File: src/rtl/opc_reader.sv
// Old-PC history recorder: 8-deep circular log of micro-PCs with a debug read-out session.
// Define OPCS_READ_CLEAR_EN to clear the entry count when a read session completes.
module opc_reader (
    input  logic        clk,
    input  logic        reset,
    input  logic [13:0] pc,
    input  logic        state_fetch,
    input  logic        opcclk,
    input  logic        opcinh,
    input  logic        spy_start,
    input  logic        spy_rd,
    output logic [13:0] spy_opc,
    output logic        spy_valid,
    output logic        spy_busy,
    output logic        spy_done,
    output logic [3:0]  opc_count,
    output logic [1:0]  dbg_state
);

    typedef enum logic [1:0] {
        IDLE = 2'd0,
        READ = 2'd1,
        DONE = 2'd2
    } state_t;

    state_t      state;
    logic [13:0] hist [0:7];
    logic [2:0]  wr_ptr;
    logic [2:0]  rd_ptr;
    logic [3:0]  count;
    logic [3:0]  remaining;
    logic        start_ok;
    logic        capture;

    // Handshake: spy_start is taken only in IDLE; spy_rd only in READ; spy_valid and
    // spy_done are single-cycle strobes and spy_busy frames the whole session.
    assign start_ok = (state == IDLE) && spy_start;
    // A capture coinciding with an accepted spy_start is dropped so the session snapshot is stable.
    assign capture  = (state_fetch | opcclk) & ~opcinh & ~spy_busy & ~start_ok;

    assign opc_count = count;
    assign dbg_state = state;

    // History storage carries no reset; only entries covered by count are ever read.
    always_ff @(posedge clk) begin
        if (capture) begin
            hist[wr_ptr] <= pc;
        end
    end

    always_ff @(posedge clk or negedge reset) begin
        if (!reset) begin
            state     <= IDLE;
            wr_ptr    <= 3'd0;
            rd_ptr    <= 3'd0;
            count     <= 4'd0;
            remaining <= 4'd0;
            spy_opc   <= 14'd0;
            spy_valid <= 1'b0;
            spy_busy  <= 1'b0;
            spy_done  <= 1'b0;
        end else begin
            spy_valid <= 1'b0;

            if (capture) begin
                wr_ptr <= wr_ptr + 3'd1;
                if (count != 4'd8) begin
                    count <= count + 4'd1;
                end
            end

            case (state)
                IDLE: begin
                    spy_done <= 1'b0;
                    if (spy_start) begin
                        spy_busy <= 1'b1;
                        if (count != 4'd0) begin
                            rd_ptr    <= wr_ptr - 3'd1;
                            remaining <= count;
                            state     <= READ;
                        end else begin
                            // Empty history: the done strobe follows the start directly.
                            spy_done <= 1'b1;
                            state    <= DONE;
`ifdef OPCS_READ_CLEAR_EN
                            count    <= 4'd0;
`endif
                        end
                    end
                end

                READ: begin
                    if (spy_rd) begin
                        spy_opc   <= hist[rd_ptr];
                        spy_valid <= 1'b1;
                        rd_ptr    <= rd_ptr - 3'd1;
                        remaining <= remaining - 4'd1;
                        if (remaining == 4'd1) begin
                            state <= DONE;
                        end
                    end
                end

                DONE: begin
                    // Arrive here with spy_done low after the last read; raise it for one cycle.
                    if (!spy_done) begin
                        spy_done <= 1'b1;
`ifdef OPCS_READ_CLEAR_EN
                        count    <= 4'd0;
`endif
                    end else begin
                        spy_done <= 1'b0;
                        spy_busy <= 1'b0;
                        state    <= IDLE;
                    end
                end

                default: begin
                    state    <= IDLE;
                    spy_busy <= 1'b0;
                    spy_done <= 1'b0;
                end
            endcase
        end
    end

endmodule

File: config.mk
export PLATFORM = sky130hd
export DESIGN_NAME = opc_reader
export DESIGN_NICKNAME = d
export VERILOG_FILES = /design/src/rtl/opc_reader.sv
export SDC_FILE = /design/constraint.sdc
export NUM_CORES = 1
export LEC_CHECK = 0
export ABC_AREA = 1
export CAP_MARGIN = 25
export CORE_AREA = 10 10 110 112
export CTS_BUF_LIST = sky130_fd_sc_hd__clkbuf_4 sky130_fd_sc_hd__clkbuf_8
export DETAILED_ROUTE_END_ITERATION = 16
export DIE_AREA = 0 0 120 122
export PLACE_DENSITY = 0.85
export SYNTH_ARGS = -nofsm -noshare
export SYNTH_HDL_FRONTEND = slang
export SYNTH_SLANG_ARGS = --single-unit
File: constraint.sdc
create_clock -name clk -period 3.6 [get_ports clk]
set_clock_uncertainty 0.1 [all_clocks]
set_input_delay 1.08 -clock clk [delete_from_list [all_inputs] [get_ports clk]]
set_output_delay 1.08 -clock clk [all_outputs]
set_load 0.05 [all_outputs]
==> out/metrics.csv <==
stage,metric,value,unit
global_route,overflow,0,
floorplan,rows,37,
setup_path,r2r_slack,1.60,ns
pwr,vdd_drop_max,387.1,uV
timing,post-route-period-util,81.62,%
floorplan,die_x,120,um
synthesis,synthTopCellsByCount,"nand2_1 (217), edfxtp_1 (112), inv_1 (101)",
floorplan,dieArea,14640,um^2
placed_design,port-buffer-count,43,
setup_path,end_kind,output pin,
route,wl_per_cell,18.33,um
global_route,grt_pass1_wl,23980,um
synthesis,synth_flop_cell,edfxtp_1,
floorplan,dieHeight,122,um
route,drt_wl_total,15290,um
route,vias_per_cell,5.589,
synthesis,synth.most_common_cell,nand2_1,
route,ant_nets,0,
timing,timing.final.hold_violations,0,
synthesis,async_flop_share,22.76,%
timing,fin_crit,2.938,ns
synthesis,synth.avg_cell_area,9.923,um^2
run,maxCapViolCount,0,
timing,fmax,340.3,MHz
setup_path,critPathLaunchType,register,
setup_path,critPathSlowestCell,clkdlybuf4s50_1,
setup_path,cp_cell_sequence,clkdlybuf4s50_1,
floorplan,pin_count,44,
synthesis,synth_nets,661,
clock_tree,clock-sinks,145,
timing,whs,0.3830,ns
placed_design,gp_congestion,0.8967,
route,vias,4661,
synthesis,synth_edf_count,112,
placed_design,dp_hpwl,9913,um
layout,nets,712,
placed_design,dp_slack,0.5423,ns
synthesis,synth_area_leaders,"edfxtp_1 (53%), dfrtp_1 (13%), nand2_1 (13%)",
timing,finalSetupViolCount,0,
global_route,antenna_found_initial,0,
pwr,sequentialPowerShare,38.9,%
route,first_pass_iters,8,
clock_tree,cts_tree,done,
layout,antenna_cells,0,
setup_path,slowest_delay,0.85,ns
synthesis,synth_top_cell_by_area,edfxtp_1,
clock_tree,post_cts_resize_count,0,
setup_path,cp.required,2.42,ns
synthesis,synth_top_area_share,53.46,%
layout,drive_gt1_share,7.450,%
clock_tree,insertion_delay,0.43,ns
global_route,grtUsageTotal,21.39,%
setup_path,path_class,reg -> out,
clock_tree,h-tree-depth,4,
route,drt_iter0_drc,831,
hold_path,hold_class,reg -> reg,
layout,finish.utilization,72.00,%
timing,fin_ws,0.6616,ns
status,outcome,finished clean,
clock_tree,cts_buffers,17,
pwr,clockPowerShare,20.1,%
timing,grt_setup_unrepaired,false,
timing,max_slew_margin,33.40,%
pwr,p_switching,2.463,mW
synthesis,postSynthCellCount,634,
pwr,power_density,799.1,nW/um^2
layout,design_area,7233,um^2
synthesis,ys_types,24,
floorplan,core_area,10050,um^2
synthesis,synth-seq-cells,145,
route,drc,0,
setup_path,critPathBufInv,1,
synthesis,yosys_warnings,0,
timing,slew_violations,0,
clock_tree,root_buffer,clkbuf_8,
clock_tree,post_cts_buffers,0,
pwr,p_sw_share,42.60,%
pwr,p_leak,3.221,nW
synthesis,synth_area,6291,um^2
layout,syn_to_final_growth,14.98,%
setup_path,crit_family,buffers and inverters,
clock_tree,max-clock-path-buffers,2,
pwr,combinationalPowerShare,41.0,%
global_route,grt_pass1_vias,4448,
timing,fin_tns_setup,0,ns
timing,worst_slew_pin_slew,0.9976,ns
global_route,grt_max_degree,58,
synthesis,yosysSeqAreaShare,66.59,%
pwr,p_int,3.317,mW
floorplan,start_util,62.62,%
clock_tree,clk_pin_slew_worst_paths,0.08,ns
clock_tree,ctsHoldBuffers,0,
placed_design,placed_area,6870,um^2
setup_path,crit_fanout,6,
setup_path,worst_ep_arrival_time,1.76,ns
-- power by group through the flow --
| stage | clock network (mW) | registers, mW | logic, mW |
|---|---|---|---|
| after detailed placement | 0 | 2.27 | 2.31 |
| final | 1.16 | 2.25 | 2.37 |
| after global routing | 1.24 | 2.27 | 2.58 |
| after CTS | 1.16 | 2.24 | 2.34 |
| after global placement | 0 | 2.26 | 2.24 |
| after floorplan | 0 | 2.62 | 1.24 |
-- through the flow --
stage,power (mW),cells
floorplan,3.861,634
global placement,4.499,802
detailed placement,4.589,802
CTS,5.743,834
global route,6.093,834
finish,5.780,834
-- per-layer routing --
metal / part of all wire (%) / GRT usage [%] / vias up
li1: - / - / 2136
met1: 37 / 26.29 / 2157
met2: 47 / 34.28 / 317
met3: 12 / 6.290 / 51
met4: 3.8 / 10.26 / 0
met5: 0 / 0 / -
-- logic make-up after synthesis --
family | synth area share [%]
xor gates and xnor gates | 0.4177
DFF | 66.59
buffers and inverters | 8.075
and+or+nand+nor | 22.26
adders and majority gates | 1.193
AOI/OAI and AO/OA | 1.472
-- path summary, 6_finish.rpt --
check / start / depth (start not counted) / to
max in group asynchronous: reset / 2 / spy_opc[7]$_DFFE_PN0P_
worst min register to register: spy_opc[10]$_DFFE_PN0P_ / 2 / spy_opc[10]$_DFFE_PN0P_
worst min-delay path: spy_opc[10]$_DFFE_PN0P_ / 2 / spy_opc[10]$_DFFE_PN0P_
worst max register to register: dbg_state[1]$_DFFE_PN0P_ / 7 / hist[0][13]$_DFFE_PP_
min in group asynchronous: reset / 2 / spy_opc[10]$_DFFE_PN0P_
worst max-delay path: opc_count[0]$_DFFE_PN0P_ / 1 / opc_count[0]
-- final cells by class --
type	count	area, um^2
sequential	145	4189
inverter	107	404.1
timing repair buffer	54	513.0
clock inverter	14	115.1
tap	136	170.2
clock buffer	18	247.7
multi-input combinational	360	1594
fill	669	2813
-- cell usage in the layout, fill, tap and decap left out, drive strengths merged --
cell type | synthesis | routed
o211ai | 1 | 1
inv | 107 | 109
nand3b | 1 | 1
nor3 | 1 | 1
bufinv | 0 | 1
clkinv | 0 | 7
ha | 6 | 6
buf | 14 | 11
xnor2 | 2 | 2
nor2 | 14 | 14
edfxtp | 112 | 112
o21ai | 17 | 17
clkbuf | 8 | 18
dfrtp | 33 | 33
nand2 | 220 | 220
xor2 | 1 | 1
nand3 | 94 | 94
clkinvlp | 0 | 4
clkdlybuf4s50 | 0 | 43
nand4 | 3 | 3
-- flip-flops by register name, indices dropped and copies added (netlist names) --
signal	flops
rd_ptr	3
spy_opc	14
remaining	4
spy_done	1
hist	112
wr_ptr	3
opc_count	4
spy_valid	1
dbg_state	2
spy_busy	1
(Power assumes the default switching activity.)
